[config.mk]
export PLATFORM = sky130hd
export DESIGN_NAME = rpc2_ctrl_axi_rd_data_control
export DESIGN_NICKNAME = d
export VERILOG_FILES = /design/src/rtl/rpc2_ctrl_pkg.sv /design/src/rtl/rpc2_ctrl_rd_pack.sv /design/src/rtl/rpc2_ctrl_axi_rd_data_control.sv
export SDC_FILE = /design/constraint.sdc
export NUM_CORES = 1
export LEC_CHECK = 0
export ABC_AREA = 1
export BUFFER_PORTS_ARGS = -buffer_cell sky130_fd_sc_hd__buf_2
export CORE_MARGIN = 1
export CORE_UTILIZATION = 40
export DETAILED_ROUTE_END_ITERATION = 16
export PLACE_DENSITY = 0.7
export SYNTH_ARGS = -nofsm -noshare
export SYNTH_HDL_FRONTEND = slang
export SYNTH_SLANG_ARGS = --single-unit
[constraint.sdc]
create_clock -name clk -period 1.9 [get_ports clk]
set_input_delay 0.38 -clock clk [delete_from_list [all_inputs] [get_ports clk]]
set_output_delay 0.38 -clock clk [all_outputs]
set_load 0.005 [all_outputs]
[src/rtl/rpc2_ctrl_pkg.sv]
// Shared definitions for the RPC2 controller AXI data paths:
// R-channel response codes, the burst FSM state type and the
// address-bit helper used to size low-address ports.
package rpc2_ctrl_pkg;

    localparam logic [1:0] RESP_OKAY   = 2'b00;
    localparam logic [1:0] RESP_SLVERR = 2'b10;

    typedef enum logic {
        IDLE  = 1'b0,
        BURST = 1'b1
    } burst_state_t;

    // Number of byte-offset bits inside one AXI data beat (32 -> 2, 64 -> 3).
    function automatic int addr_bits(input int dw);
        return (dw == 64) ? 3 : 2;
    endfunction

endpackage

[src/rtl/rpc2_ctrl_rd_pack.sv]
// Read-data packer: merges narrow IP units into a beat-wide word at the
// running byte offset and pushes the finished beat, with its error flag,
// into the RDAT FIFO. Build option RPC2_RD_ERR_STICKY_EN keeps the error
// flag set for the rest of the burst once any unit reports an error.
module rpc2_ctrl_rd_pack
    import rpc2_ctrl_pkg::*;
#(
    parameter int DW = 32,
    parameter int AB = addr_bits(DW)
) (
    input  logic          clk,
    input  logic          reset_n,
    input  logic          start,
    input  logic [AB-1:0] start_addr,
    input  logic [1:0]    unit_size,
    input  logic [1:0]    beat_size,
    input  logic          active,
    input  logic          valid,
    input  logic [DW-1:0] data,
    input  logic          err,
    input  logic          full,
    output logic          ready,
    output logic          wr_en,
    output logic [DW:0]   din
);

    localparam int NB = DW / 8;

    logic [AB-1:0] offset;
    logic [DW-1:0] pack_data;
    logic          pack_err;
    logic          pending;

    logic [AB:0]   one;
    logic [AB:0]   unit_bytes;
    logic [AB:0]   unit_mask;
    logic [AB:0]   beat_mask;
    logic [AB:0]   lane_end;
    logic [AB-1:0] next_off;
    logic [AB-1:0] start_off;
    logic          boundary;
    logic [DW-1:0] merged;
    logic [AB:0]   lane_pos;

    // Unit/beat geometry; the start offset is the address aligned to the
    // unit size, so an unaligned start yields a partial first beat.
    always_comb begin
        one        = {{AB{1'b0}}, 1'b1};
        unit_bytes = one << unit_size;
        unit_mask  = unit_bytes - one;
        beat_mask  = (one << beat_size) - one;
        lane_end   = {1'b0, offset} + unit_bytes;
        next_off   = lane_end[AB-1:0];
        start_off  = start_addr & ~unit_mask[AB-1:0];
        boundary   = ((next_off & beat_mask[AB-1:0]) == '0);
    end

    // Overwrite only the byte lanes covered by the incoming unit.
    always_comb begin
        merged   = pack_data;
        lane_pos = '0;
        for (int i = 0; i < NB; i++) begin
            lane_pos = i[AB:0];
            if ((lane_pos >= {1'b0, offset}) && (lane_pos < lane_end))
                merged[8*i +: 8] = data[8*i +: 8];
        end
    end

    assign ready = active & ~pending;
    assign wr_en = pending & ~full;
    assign din   = {pack_err, pack_data};

    // Accept units, flag a finished beat, and clear it once pushed.
    always_ff @(posedge clk or negedge reset_n) begin
        if (!reset_n) begin
            offset    <= '0;
            pack_data <= '0;
            pack_err  <= 1'b0;
            pending   <= 1'b0;
        end else if (start) begin
            offset    <= start_off;
            pack_data <= '0;
            pack_err  <= 1'b0;
            pending   <= 1'b0;
        end else if (wr_en) begin
            pending   <= 1'b0;
            pack_data <= '0;
`ifndef RPC2_RD_ERR_STICKY_EN
            pack_err  <= 1'b0;
`endif
        end else if (valid && ready) begin
            pack_data <= merged;
            pack_err  <= pack_err | err;
            offset    <= next_off;
            if (boundary)
                pending <= 1'b1;
        end
    end

endmodule

[src/rtl/rpc2_ctrl_axi_rd_data_control.sv]
// AXI read-data control for the RPC2 controller: packs IP read units into
// the external show-ahead RDAT FIFO and pops it onto the AXI R channel.
// Optional build macro: RPC2_RD_ERR_STICKY_EN (sticky per-burst error).
//
// Handshakes: every transfer (IP unit, R beat) completes on a rising edge
// where valid and ready are both high; a valid source holds its payload
// stable until that edge.
module rpc2_ctrl_axi_rd_data_control
    import rpc2_ctrl_pkg::*;
#(
    parameter int C_AXI_ID_WIDTH       = 4,
    parameter int C_AXI_DATA_WIDTH     = 32,
    parameter int RDAT_FIFO_DATA_WIDTH = C_AXI_DATA_WIDTH + 1,
    localparam int AB                  = addr_bits(C_AXI_DATA_WIDTH)
) (
    input  logic                            clk,
    input  logic                            reset_n,
    input  logic                            rready_req,
    input  logic [7:0]                      rready_len,
    input  logic [1:0]                      rready_size,
    input  logic [AB-1:0]                   rready_addr,
    input  logic [C_AXI_ID_WIDTH-1:0]       rready_id,
    output logic                            rready_done,
    input  logic [1:0]                      ip_data_size,
    input  logic                            ip2axi_data_valid,
    input  logic [C_AXI_DATA_WIDTH-1:0]     ip2axi_data,
    input  logic                            ip2axi_err,
    output logic                            axi2ip_data_ready,
    input  logic                            rdat_full,
    input  logic                            rdat_empty,
    input  logic [RDAT_FIFO_DATA_WIDTH-1:0] rdat_dout,
    output logic                            rdat_wr_en,
    output logic                            rdat_rd_en,
    output logic [RDAT_FIFO_DATA_WIDTH-1:0] rdat_din,
    output logic [C_AXI_ID_WIDTH-1:0]       AXI_RID,
    output logic [C_AXI_DATA_WIDTH-1:0]     AXI_RDATA,
    output logic [1:0]                      AXI_RRESP,
    output logic                            AXI_RLAST,
    output logic                            AXI_RVALID,
    input  logic                            AXI_RREADY,
    output burst_state_t                    dbg_state
);

    burst_state_t state;
    logic [7:0]   len_q;
    logic [1:0]   size_q;
    logic [8:0]   pop_cnt;
    logic         start;
    logic         r_hs;

    assign start       = rready_req & (state == IDLE);
    assign r_hs        = AXI_RVALID & AXI_RREADY;
    assign rready_done = r_hs & AXI_RLAST;
    assign dbg_state   = state;

    assign rdat_rd_en = ~rdat_empty & (state == BURST) & (~AXI_RVALID | AXI_RREADY)
                      & (pop_cnt <= {1'b0, len_q});

    rpc2_ctrl_rd_pack #(
        .DW (C_AXI_DATA_WIDTH),
        .AB (AB)
    ) u_pack (
        .clk        (clk),
        .reset_n    (reset_n),
        .start      (start),
        .start_addr (rready_addr),
        .unit_size  (ip_data_size),
        .beat_size  (size_q),
        .active     (state == BURST),
        .valid      (ip2axi_data_valid),
        .data       (ip2axi_data),
        .err        (ip2axi_err),
        .full       (rdat_full),
        .ready      (axi2ip_data_ready),
        .wr_en      (rdat_wr_en),
        .din        (rdat_din)
    );

    // Burst FSM plus the registered R-channel output stage.
    always_ff @(posedge clk or negedge reset_n) begin
        if (!reset_n) begin
            state      <= IDLE;
            len_q      <= '0;
            size_q     <= '0;
            pop_cnt    <= '0;
            AXI_RID    <= '0;
            AXI_RDATA  <= '0;
            AXI_RRESP  <= RESP_OKAY;
            AXI_RLAST  <= 1'b0;
            AXI_RVALID <= 1'b0;
        end else begin
            case (state)
                IDLE: begin
                    if (rready_req) begin
                        state   <= BURST;
                        len_q   <= rready_len;
                        size_q  <= rready_size;
                        AXI_RID <= rready_id;
                        pop_cnt <= '0;
                    end
                end
                BURST: begin
                    if (r_hs && AXI_RLAST)
                        state <= IDLE;
                end
                default: state <= IDLE;
            endcase

            if (rdat_rd_en) begin
                AXI_RDATA  <= rdat_dout[C_AXI_DATA_WIDTH-1:0];
                AXI_RRESP  <= rdat_dout[C_AXI_DATA_WIDTH] ? RESP_SLVERR : RESP_OKAY;
                AXI_RLAST  <= (pop_cnt == {1'b0, len_q});
                AXI_RVALID <= 1'b1;
                pop_cnt    <= pop_cnt + 9'd1;
            end else if (r_hs) begin
                AXI_RVALID <= 1'b0;
            end
        end
    end

endmodule
== Word-level counts from Yosys, hierarchy flattened ==
Cells that the tools add are included.

* Bits in registers: 96
* Bits of input ports: 91

* Shifts and indexed selects: 2
* Bitwise gates (word level): 18
* Reduce and logical (&&, ||, !) cells: 23
* Add/sub/neg operators: 4
* Equality and inequality tests: 3
* Multiplexer cells: 26
* Magnitude comparators: 8

{| class="wikitable"
|+ Operators by type and width
! cell !! count
|-
| 32-bit 2-to-1 mux || 3
|-
| 8-bit 2-to-1 mux || 4
|-
| 9-bit 2-to-1 mux || 3
|-
| 3-bit nonzero test || 6
|-
| 2-bit AND reduction || 8
|-
| 1-bit 2-to-1 mux || 11
|-
| 9-bit by 1-bit adder with 9-bit output (second input constant) || 1
|-
| 9-bit by 8-bit equality test with 1-bit output || 1
|-
| 9-bit by 8-bit <= comparator with 1-bit output || 1
|-
| 1-bit bitwise AND || 8
|-
| 2-bit 2-to-1 mux || 4
|-
| 1-bit by 3-bit < comparator with 1-bit output (first input constant) || 2
|-
| 2-bit by 3-bit < comparator with 1-bit output (first input constant) || 2
|-
| 2-bit nonzero test || 3
|-
| 1-bit logical AND || 5
|-
| 1-bit inverter || 5
|-
| 2-bit bitwise AND || 2
|-
| 1-bit by 2-bit >= comparator with 1-bit output (first input constant) || 2
|-
| 2-bit by 1-bit subtractor with 2-bit output (second input constant) || 2
|-
| 2-bit by 3-bit adder with 3-bit output || 1
|-
| 1-bit by 2-bit left shift with 3-bit output (first input constant) || 1
|-
| 2-bit >= comparator (first input constant) || 1
|-
| 2-bit zero test || 1
|-
| 2-bit by 1-bit inequality test with 1-bit output (second input constant) || 1
|-
| other kinds (5) || 6
|}

== Longest topological paths before layout ==
Gate-level depths: netlist of run 1.

* Depth after elaboration: 8
* Depth in mapped cells: 12
* Mapped depth without buffers: 11

== Hierarchy ==
A second synthesis of run 1 with hierarchy kept.

* Cell total of the unflattened synthesis: 521
* Area, all modules: 4633.2 um^2

{| class="wikitable"
|+ By module, submodules not included
! module !! area each (um^2) !! sequential area each (um^2) !! instances !! cells each
|-
| rpc2_ctrl_axi_rd_data_control || 2847.7 || 1476.4 || 1 || 324
|-
| rpc2_ctrl_rd_pack || 1785.5 || 900.9 || 1 || 197
|}

== Least setup slack after synthesis of run 1 ==
No wires, ideal clock.

* Path kind: reg2reg
* From: reg u_pack.offset[0]
* To: reg u_pack.pack_data[22]
* Setup time: 119 ps
* Setup slack: -36 ps
* Data arrival time: 1817 ps
* Path buffers: 1
* Cell stages (with the launch flop): 11
* Clock period less this slack: 1936 ps
* Cells stage by stage: dfrtp_1 -> ha_1 -> fa_1 -> nand3b_1 -> nand2_4 -> inv_4 -> o21ai_4 -> buf_6 -> nand3_1 -> nand2_1 -> nor2_1

* Cells in the longest elaborated chain, start to end: 5
* Elaborated cells on any way between the ends: 6
* Classes of those cells: 1 x add/sub; 2 x order compare; 3 x reduce/logical

{| class="wikitable"
|+ Ends and longest elaborated chain
! element !! RTL line !! RTL
|-
| start, declared || rpc2_ctrl_rd_pack.sv:29 || <nowiki>logic [AB-1:0] offset;</nowiki>
|-
| start signal, assigned || rpc2_ctrl_rd_pack.sv:81 || <nowiki>offset <= start_off;</nowiki>
|-
| start signal, assigned || rpc2_ctrl_rd_pack.sv:94 || <nowiki>offset <= next_off;</nowiki>
|-
| 2-bit by 3-bit adder with 3-bit output || rpc2_ctrl_rd_pack.sv:52 || <nowiki>lane_end = {1'b0, offset} + unit_bytes;</nowiki>
|-
| 2-bit by 3-bit < comparator with 1-bit output || rpc2_ctrl_rd_pack.sv:64 || <nowiki>if ((lane_pos >= {1'b0, offset}) && (lane_pos < lane_end))</nowiki>
|-
| 1-bit logical AND (*) || rpc2_ctrl_rd_pack.sv:64 ||
|-
| 3-bit nonzero test (no source line) (*) || n/a ||
|-
| 2-bit AND reduction (no source line) (*) || n/a ||
|-
| end signal, assigned || rpc2_ctrl_rd_pack.sv:92 || <nowiki>pack_data <= merged;</nowiki>
|-
| end, declared || rpc2_ctrl_rd_pack.sv:30 || <nowiki>logic [DW-1:0] pack_data;</nowiki>
|}

Mark *: on every way between the ends. The rest lies on a longest branch, timed or not.
A chain may end at the register's enable or synchronous reset.

== Worst setup path after layout of run 1 ==
* From: reg pop_cnt[5]
* To: out rdat_rd_en

* Cells in the longest elaborated chain, start to end: 2

{| class="wikitable"
|+ Ends and longest elaborated chain
! element !! RTL line !! RTL
|-
| start, declared || rpc2_ctrl_axi_rd_data_control.sv:47 || <nowiki>logic [8:0] pop_cnt;</nowiki>
|-
| start signal, assigned || rpc2_ctrl_axi_rd_data_control.sv:114 || <nowiki>pop_cnt <= pop_cnt + 9'd1;</nowiki>
|-
| 9-bit by 8-bit <= comparator with 1-bit output || rpc2_ctrl_axi_rd_data_control.sv:57 || <nowiki>& (pop_cnt <= {1'b0, len_q});</nowiki>
|-
| 1-bit bitwise AND || rpc2_ctrl_axi_rd_data_control.sv:57 ||
|-
| end, declared || rpc2_ctrl_axi_rd_data_control.sv:33 || <nowiki>output logic rdat_rd_en,</nowiki>
|}

Every way passes these cells.

==> out/qor.yml, run 1 <==
cts_tree: "built"
hold_violations: 0
peak_per_stage_delay_on_the_critical_path_ns: 0.43
dp_worst_setup_slack_ns: -0.170
port_buffers: 167
path_clk_slew_ns: 0.09
syn_area_per_cell_um2: 8.62
synth_top_area_share_pct: 53.0
final_core_util_pct: 56.4
viasPerCell: 4.94
hold_end: "AXI_RDATA[7]"
route.detailed.wl_per_inst_um: 13.9
groute.usage.overall_pct: 20.2
syn-num-nets: 622
placementRows: 38
fin_crit_ns: 2.09
crit_chain: "ha_4 > nand2_2 > nor2_4 > buf_6 > nand3b_4 > nand2_4 > buf_6"
hold-path-cell-count: 3
timing.fmax_mhz: 479
rsz_0062_raised_after_global_routing: "true"
violations: "setup timing"
worstRegToRegCells: 8
drc_errors_left: 0
worst_ep_arrival_time_ns: 1.71
grt_first_pass_wirelength_um: 18300
vias: 4226
synth.area.top_cells: "sky130_fd_sc_hd__dfrtp_1, sky130_fd_sc_hd__nand2_1, sky130_fd_sc_hd__nand3_1"
worstSkewPairLatency_ns: 0.36
total_leakage_power_nw: 3.47
finalSetupViolCount: 9
drive_above_1_share_pct: 38.3
pwr_density_cell_nw_per_um2: 1460
clockBufferDepth: 2
fin_worst_skew_ns: 0.00739
htreeDepth: 3
syn_inst: 520
maxCapViolations: 0
wl_um: 11900
num_clock_sinks: 95
place.gp.congestion: 0.846
critical_path.most_common_cell: "sky130_fd_sc_hd__buf_6"
initial_core_utilization_pct: 41.2
synth.cell_area_um2: 4480
tritoncts.num_buffers: 9
timing_worst_setup_path_type: "reg2out"
final_std_cell_area_no_fill_um2: 6150
ys_warn_count: 0
slew_violations: 0
mostFrequentLayoutCells: "sky130_fd_sc_hd__nand2_1, sky130_fd_sc_hd__buf_2, sky130_fd_sc_hd__dfrtp_1, sky130_fd_sc_hd__nand3_1, sky130_fd_sc_hd__inv_1"
critical_path.endpoint_type: "output port"
req_time_crit_path_ns: 1.52
timing.hold.worst.start: "rdat_dout[7]"
antenna_cells: 0
irDropWorstVdd_mv: 0.779
grt_pass1_vias: 4067
rr_startpoint: "u_pack.offset[0]"
layout-area-overhead-vs-synth_pct: 37.1
ios: 169
core-area_um2: 10900
synth_top_area_cell: "sky130_fd_sc_hd__dfrtp_1"
antenna_found_initial: 0
synth.yosys.seq_area_share_pct: 53.0
antenna_left: 0
critical_path.max_fanout: 3
synth_seq_cells: 95
dp_hpwl_um: 8240
worstHoldPathType: "in2reg"
die_area_um2: 11600
drt_first_pass_iters: 6
placed_cell_area_um2: 5580
grt_max_degree: 45
outcome: "finished with violations"
min_period_over_period_pct: 110
clock_tree.root_cell: "sky130_fd_sc_hd__clkbuf_8"
mostFrequentLayoutCell: "sky130_fd_sc_hd__nand2_1"
setup_ws_ns: -0.187
fp.dieH_um: 108
yosysUniqueCellTypes: 34
die_width_um: 108
grt_overflow: 0
layout.nets: 813
worst_path_bufs_invs: 2
worst_r2r_endpoint: "u_pack.pack_data[17]"
timing.slew.headroom_pct: 62.6
worst_setup_path_start_kind: "flop"
flop_to_flop_setup_slack_ns: -0.06
tightest_slew_ns: 0.559
critPathSlowestCell: "sky130_fd_sc_hd__dfrtp_1"
cpLargestDelayFamily: "flip-flops"
drt_iter0_drc: 222
flip-flops by register name, summed over array words and instances (netlist names):
signal and count:
size_q 2, pop_cnt 9, u_pack.pack_data 32, u_pack.offset 2, AXI_RDATA 32, AXI_RRESP 1, u_pack.pack_err 1, AXI_RVALID 1
AXI_RID 4, AXI_RLAST 1, len_q 8, u_pack.pending 1, dbg_state 1
through the flow:
step	power [W]	instances	hold slack [ns]	setup TNS [ns]
global placement	0.00689	826	0.340	-0.863
floorplan	0.00559	520	0.0844	0
detailed placement	0.00706	826	0.349	-3.07
CTS	0.00861	847	0.183	-0.211
global route	0.00970	856	0.194	-1.10
finish	0.00895	856	0.204	-0.455
how the worst max path moves through the flow:
stage | startpoint | end | slack (ns) | cells after the start
5_1_grt | pop_cnt[6] | rdat_rd_en | -0.24 | 7
2_1_floorplan | u_pack.offset[0] | u_pack.pack_data[22] | 0.04 | 10
4_1_cts | pop_cnt[7] | rdat_rd_en | -0.21 | 7
3_5_place_dp | ip_data_size[1] | u_pack.pack_data[2] | -0.17 | 9
6_report | pop_cnt[5] | rdat_rd_en | -0.19 | 7
3_3_place_gp | ip_data_size[1] | u_pack.pack_data[3] | -0.05 | 9
worst reg2reg max path: stages (launching register included):
cell	delay, ns
sky130_fd_sc_hd__dfrtp_2	0.44
sky130_fd_sc_hd__ha_4	0.17
sky130_fd_sc_hd__fa_2	0.61
sky130_fd_sc_hd__inv_2	0.07
sky130_fd_sc_hd__o21ai_4	0.20
sky130_fd_sc_hd__buf_12	0.16
sky130_fd_sc_hd__nand3_2	0.07
sky130_fd_sc_hd__nand2_2	0.10
sky130_fd_sc_hd__nor2_2	0.05
area by class of cell:
cell class | count | area (µm²)
clock buffers | 11 | 141
repair buffers | 203 | 1250
inverters | 43 | 169
multi-input cells | 359 | 1980
flip-flops and latches | 95 | 2380
well taps | 140 | 175
fillers | 964 | 4740
clock inverters | 5 | 57.6
Yosys cell counts (all sizes together):
master,number
nand3b,3
buf,17
clkbuf,7
nand4,9
dfrtp,95
ha,10
xnor2,1
xor2,5
inv,43
fa,1
nand3,82
nand2,182
conb,1
a31oi,1
o21ai,13
a21oi,23
nor2,24
nor3,3
logic make-up after synthesis:
logic type	after synthesis	share of synthesized area [%]
AND/OR/NAND/NOR	303	30.7
AO/OA/AOI/OAI	37	4.74
flip-flops	95	53.0
other	1	0.0836
adder cells (fa/ha/maj)	11	3.24
buffers and inverters	67	7.09
XOR/XNOR	6	1.17
power breakdown:
| part | leakage, nW | internal [W] | switching, W |
|---|---|---|---|
| Sequential | 1.21 | 0.00286 | 0.000482 |
| Combinational | 2.17 | 0.00190 | 0.00236 |
| Clock | 0.0916 | 0.000642 | 0.000700 |
| Total | 3.47 | 0.00541 | 0.00354 |
metal layers:
layer  vias to the layer above  GRT usage [%]  routed length, µm
met4                         0           7.14                157
met2                       150           35.3               5920
met1                      2016           24.8               5140
met3                        13           3.51                673
met5                         -              0                  0
li1                       2047              -                  -
what timing repair did:
action                                 CTS  global route
setup endpoints to repair                1            56
hold buffers                             1             0
gates resized for setup                 11            31
pin swaps                                9            16
buffers inserted                         4             6
endpoints found under the hold margin   28             0
cloned                                   0             4
Power figures use the tool's default switching activity.
==> run 2, diff against run 1 <==
--- a/config.mk
+++ b/config.mk
@@ -10,7 +10,8 @@
 export CORE_MARGIN = 1
 export CORE_UTILIZATION = 40
 export DETAILED_ROUTE_END_ITERATION = 16
-export PLACE_DENSITY = 0.7
+export PLACE_DENSITY = 0.67
+export RECOVER_POWER = 100
 export SYNTH_ARGS = -nofsm -noshare
 export SYNTH_HDL_FRONTEND = slang
 export SYNTH_SLANG_ARGS = --single-unit
==> constraint.sdc (replaced) <==
create_clock -name clk -period 2.2 [get_ports clk]
set_input_delay 0.44 -clock clk [delete_from_list [all_inputs] [get_ports clk]]
set_output_delay 0.44 -clock clk [all_outputs]
set_load 0.005 [all_outputs]
==> run 2 against run 1 <==
Effect of this change: the flow now finishes without violations; die area unchanged; via count down 3.4%; combinational power down 29%; total power down 21%; worst setup slack better by 0.24 ns; global-route usage down 0.45 points; worst hold slack better by 0.012 ns; critical path type unchanged; largest cell class unchanged; largest power group unchanged.
==> out/qor.yml, run 2 (same netlist as run 1, synthesis figures left out) <==
final_std_cell_area_no_fill_um2: 5640  # -8.2%
num_clock_sinks: 95  # unchanged
wl_um: 11100  # -7.0%
fp.dieH_um: 108  # unchanged
die_width_um: 108  # unchanged
biggestRegsByFlops: "AXI_RDATA x32, u_pack.pack_data x32, pop_cnt x9"
ios: 169  # unchanged
placementRows: 38  # unchanged
grt_pass1_vias: 3954  # -2.8%
layout.nets: 795  # -2.2%
timing.fmax_mhz: 465
htreeDepth: 3  # unchanged
pwr_density_cell_nw_per_um2: 1250  # -14%
worstSkewPairLatency_ns: 0.36  # about the same
dp_hpwl_um: 7910  # -3.9%
timing_worst_setup_path_type: "reg2out"
groute.usage.overall_pct: 19.7  # -0.45 points
drt_first_pass_iters: 4  # -2
clock_tree.root_cell: "sky130_fd_sc_hd__clkbuf_8"
dp_cells: 814  # -1.5%
fin_setup_tns_ns: 0  # +0.455 ns
worstRegToRegCells: 10  # +2
fin_crit_ns: 2.15
vias: 4084  # -3.4%
viasPerCell: 4.89  # -1.0%
rsz_0062_raised_after_global_routing: "true"
worstHoldPathType: "in2async"
clockBufferDepth: 2  # unchanged
req_time_crit_path_ns: 1.76  # +0.24 ns
total_leakage_power_nw: 3.15  # -9.3%
core-area_um2: 10900  # unchanged
tritoncts.num_buffers: 9  # unchanged
antenna_cells: 0  # unchanged
worst_ep_arrival_time_ns: 1.71  # about the same
worst_hold_slack_ns: 0.215  # +0.0116 ns
port_buffers: 167  # unchanged
outcome: "finished, final reports clean"
layout-area-overhead-vs-synth_pct: 25.8
drc_errors_left: 0  # unchanged
hold_violations: 0  # unchanged
place.gp.congestion: 0.826  # -2.3%
finalSetupViolCount: 0  # -9
critical_path.endpoint_type: "output port"
grt_first_pass_wirelength_um: 18100  # -1.5%
critical_path.max_fanout: 3  # unchanged
final-instance-count-excl-fill: 836  # -2.3%
drive_above_1_share_pct: 27.2  # -11 points
slew_violations: 0  # unchanged
rr_startpoint: "u_pack.offset[0]"
drt_iter0_drc: 219  # -1.4%
route.detailed.wl_per_inst_um: 13.2  # -4.8%
cts_tree: "built"
irDropWorstVdd_mv: 0.632  # -19%
path_clk_slew_ns: 0.09  # about the same
timing.slew.headroom_pct: 34.8  # -28 points
tightest_slew_ns: 0.978  # +0.419 ns
antenna_found_initial: 0  # unchanged
worst_setup_path_start_kind: "flop"
initial_core_utilization_pct: 41.2  # unchanged
grt_overflow: 0  # unchanged
min_period_over_period_pct: 97.7
cts-hold-fix-buffers: 0  # -1
maxCapViolations: 0  # unchanged
die_area_um2: 11600  # unchanged
mostFrequentLayoutCell: "sky130_fd_sc_hd__nand2_1"
worst_r2r_endpoint: "u_pack.pack_data[9]"
fin_worst_skew_ns: 0.00750  # +0.000112 ns
nFillCells: 1083  # +12%
grt_max_degree: 43  # -4.4%
mostFrequentLayoutCells: "sky130_fd_sc_hd__nand2_1, sky130_fd_sc_hd__buf_2, sky130_fd_sc_hd__dfrtp_1, sky130_fd_sc_hd__nand3_1, sky130_fd_sc_hd__clkbuf_1"
flop_to_flop_setup_slack_ns: 0.24  # +0.30 ns
placed_cell_area_um2: 5440  # -2.6%
report.power.total_w: 0.00703  # -21%
antenna_left: 0  # unchanged
-- run 2: cell types whose count changed in the layout (fill, tap and decap cells not counted), sizes merged --
cell and delta:
bufinv -1, nand2 -1, clkbuf +41, clkinvlp -3, buf -54, dlygate4sd3 -1, inv -1
-- run 2: critical path, stage by stage, from the launching register on --
cell,delay (ns)
sky130_fd_sc_hd__dfrtp_2,0.43
sky130_fd_sc_hd__ha_1,0.29
sky130_fd_sc_hd__nand2_1,0.09
sky130_fd_sc_hd__nor2_4,0.16
sky130_fd_sc_hd__nand3b_2,0.11
sky130_fd_sc_hd__nand3_4,0.09
sky130_fd_sc_hd__nand2_4,0.07
sky130_fd_sc_hd__buf_6,0.11
-- run 2: where the power goes --
part           switching (W)  total [W]  internal [W]
registers           0.000425    0.00290       0.00247
clock network       0.000576    0.00110      0.000525
logic                0.00181    0.00303       0.00122
total                0.00281    0.00703       0.00422
-- run 2: metrics by stage --
step	setup slack, ns	utilization [%]
after floorplan	0.264	-
final	0.0502	51.8
after detailed placement	0.0477	50.0
after CTS	0.00255	52.1
after global routing	-0.0260	51.8
after global placement	0.109	50.0
-- run 2: area by class of cell --
cell class                 instances  area, µm²  area share, %
inverter                          43        164           2.90
timing repair buffer             186        925           16.4
sequential                        95       2380           42.2
tap                              140        175           3.10
clock buffer                      14        183           3.24
multi-input combinational        358       1820           32.2
-- run 2: per-layer routing --
metal	GRT usage (%)	up-vias	wire, µm
met3	4.24	12	737
met1	24.2	1933	4940
li1	-	2005	-
met4	6.46	0	142
met2	34.2	134	5240
met5	0	-	0
-- run 2: repair_timing --
item / CTS / global route
endpoints found under the setup margin: 1 / 1
resized for setup: 4 / 6
setup buffers: 5 / 3
pin swaps: 0 / 7
hold endpoints to repair: 0 / 0
-- run 2: worst max-delay path by stage --
| stage | from | to | slack (ns) | depth (start not counted) |
|---|---|---|---|---|
| after floorplan | u_pack.offset[0] | u_pack.pack_data[22] | 0.26 | 10 |
| after global placement | ip_data_size[1] | u_pack.pack_data[11] | 0.11 | 12 |
| after detailed placement | ip_data_size[1] | u_pack.pack_data[12] | 0.05 | 12 |
| after CTS | pop_cnt[1] | rdat_rd_en | 0.003 | 7 |
| after global routing | pop_cnt[3] | rdat_rd_en | -0.03 | 9 |
| final | pop_cnt[2] | rdat_rd_en | 0.05 | 7 |
==> run 3, diff against run 2 <==
--- a/config.mk
+++ b/config.mk
@@ -12,6 +12,7 @@
 export DETAILED_ROUTE_END_ITERATION = 16
 export PLACE_DENSITY = 0.67
 export RECOVER_POWER = 100
+export SETUP_SLACK_MARGIN = 0.15
 export SYNTH_ARGS = -nofsm -noshare
 export SYNTH_HDL_FRONTEND = slang
 export SYNTH_SLANG_ARGS = --single-unit
==> run 3 against run 2 <==
Effect of this change: die area stayed put; register-to-register slack worse by 0.07 ns; combinational power is 6% higher; count of clock-buffer cells in the layout stayed put; wire length is 1.2% higher; design area is 2.0% higher; non-clock buffer count is 5 higher; total power is 2.5% higher; clock skew is 0.0019 ns lower; clock power hardly changed; critical path depth stayed put; flip-flop and latch count stayed put.
==> out/qor.yml, run 3 (same netlist as run 1, synthesis figures left out) <==
outcome: "finished, final reports clean"
wl_met3_um: 789  # +7.1%
finalSetupViolCount: 0  # unchanged
nFillCells: 1069  # -1.3%
min_period_over_period_pct: 97.0  # -0.76 points
grt_pass1_vias: 3975  # +0.53%
viasPerCell: 4.88  # -0.18%
worstSkewPairLatency_ns: 0.36  # about the same
htreeDepth: 3  # unchanged
total_leakage_power_nw: 3.20  # +1.8%
critical_path.max_fanout: 3  # unchanged
fin_crit_ns: 2.13  # -0.0168 ns
rsz_0062_raised_after_global_routing: "true"
met2_wirelength_from_detailed_routing_um: 5340  # +2.0%
route.layer.met1.wl_um: 4930  # -0.18%
mostFrequentLayoutCells: "sky130_fd_sc_hd__nand2_1, sky130_fd_sc_hd__buf_2, sky130_fd_sc_hd__dfrtp_1, sky130_fd_sc_hd__nand3_1, sky130_fd_sc_hd__clkbuf_1"
dp_worst_setup_slack_ns: 0.0477  # unchanged
critical_path.endpoint_type: "output port"
timing.slew.headroom_pct: 34.4  # -0.34 points
tritoncts.num_buffers: 9  # unchanged
drc_errors_left: 0  # unchanged
num_clock_sinks: 95  # unchanged
tightest_slew_ns: 0.983  # +0.00504 ns
grt_first_pass_wirelength_um: 18200  # +0.91%
antenna_cells: 0  # unchanged
setup_ws_ns: 0.0670  # +0.0168 ns
die_width_um: 108  # unchanged
drive_above_1_share_pct: 28.8  # +1.7 points
worst_ep_arrival_time_ns: 1.69  # -0.02 ns
place.gp.congestion: 0.826  # unchanged
flop_to_flop_setup_slack_ns: 0.17  # -0.07 ns
dp_hpwl_um: 7910  # unchanged
path_clk_slew_ns: 0.08  # about the same
grt_overflow: 0  # unchanged
req_time_crit_path_ns: 1.76  # about the same
topRoutingLayerUsed: "met4"
drt_first_pass_iters: 4  # unchanged
grt_max_degree: 43  # unchanged
route.detailed.wl_per_inst_um: 13.3  # +0.58%
placementRows: 38  # unchanged
layout.nets: 800  # +0.63%
groute.usage.overall_pct: 19.9  # +0.16 points
timing.fmax_mhz: 469  # +0.79%
clockBufferDepth: 2  # unchanged
hold_violations: 0  # unchanged
vias: 4101  # +0.42%
fp.dieH_um: 108  # unchanged
core-area_um2: 10900  # unchanged
antenna_found_initial: 0  # unchanged
mostFrequentLayoutCell: "sky130_fd_sc_hd__nand2_1"
wl_um: 11200  # +1.2%
maxCapViolations: 0  # unchanged
worstHoldPathType: "in2async"
port_buffers: 167  # unchanged
slew_violations: 0  # unchanged
ios: 169  # unchanged
layout-area-overhead-vs-synth_pct: 28.4
biggestRegsByFlops: "AXI_RDATA x32, u_pack.pack_data x32, pop_cnt x9"
timing_worst_setup_path_type: "reg2out"
antenna_left: 0  # unchanged
worst_setup_path_start_kind: "flop"
fin_worst_skew_ns: 0.00565  # -0.00185 ns
irDropWorstVdd_mv: 0.632  # about the same
clock_tree.root_cell: "sky130_fd_sc_hd__clkbuf_8"
die_area_um2: 11600  # unchanged
cts_tree: "built"
pwr_density_cell_nw_per_um2: 1250  # +0.46%
drt_iter0_drc: 228  # +4.1%
initial_core_utilization_pct: 41.2  # unchanged
worst_hold_slack_ns: 0.223  # +0.00732 ns
==> run 3: cell type report <==
class / count / area, µm² / share of cell area [%]
Timing Repair Buffer: 191 / 972 / 16.9
Sequential cell: 95 / 2380 / 41.3
Inverter: 43 / 166 / 2.89
Tap cell: 140 / 175 / 3.04
Multi-Input combinational cell: 358 / 1880 / 32.7
Clock buffer: 14 / 183 / 3.17
==> run 3: stage by stage <==
step | area (µm²) | power (W) | utilization, % | cells | setup TNS (ns)
final | 5760 | 0.00721 | 52.9 | 841 | 0
after CTS | 5720 | 0.00718 | 52.5 | 836 | 0
after detailed placement | 5440 | 0.00591 | 50.0 | 814 | 0
after floorplan | 4480 | 0.00483 | - | 520 | 0
after global placement | 5440 | 0.00580 | 50.0 | 814 | 0
after global routing | 5760 | 0.00782 | 52.9 | 841 | -0.00119
==> run 3: path summary, 6_finish.rpt <==
| kind | cells past startpoint | end | from |
|---|---|---|---|
| worst min-delay path | 1 | u_pack.pack_data[19] | reset_n |
| max in group asynchronous | 2 | pop_cnt[2] | reset_n |
| min in group clk | 3 | AXI_RDATA[21] | rdat_dout[21] |
| worst max register to register | 10 | AXI_RDATA[11] | pop_cnt[2] |
| worst max-delay path | 7 | rdat_rd_en | pop_cnt[2] |
| worst min register to register | 2 | AXI_RID[1] | AXI_RID[1] |
==> run 3: critical path, stage by stage, from the launching register on <==
cell and delay (ns):
sky130_fd_sc_hd__dfrtp_2 0.44, sky130_fd_sc_hd__ha_4 0.28, sky130_fd_sc_hd__nand2_2 0.06, sky130_fd_sc_hd__nor2_4 0.17, sky130_fd_sc_hd__nand3b_4 0.10, sky130_fd_sc_hd__nand3_4 0.10
sky130_fd_sc_hd__nand2_4 0.07, sky130_fd_sc_hd__buf_6 0.11
==> run 3: layer usage <==
metal | GRT usage (%) | up-vias
met3 | 4.24 | 11
met1 | 24.5 | 1935
li1 | - | 2017
met4 | 6.46 | 0
met2 | 34.4 | 138
met5 | 0 | -
==> run 3: where the power goes <==
group | leakage (nW) | switching, W | internal [W]
Clock | 0.0946 | 0.000574 | 0.000525
Combinational | 1.90 | 0.00188 | 0.00133
Sequential | 1.21 | 0.000424 | 0.00247
==> run 3: repair_timing <==
action,CTS,global route
setup buffers,8,5
hold buffers,0,0
resized for setup,8,13
pin swaps,5,8
setup endpoints to repair,1,11
cloned,0,0
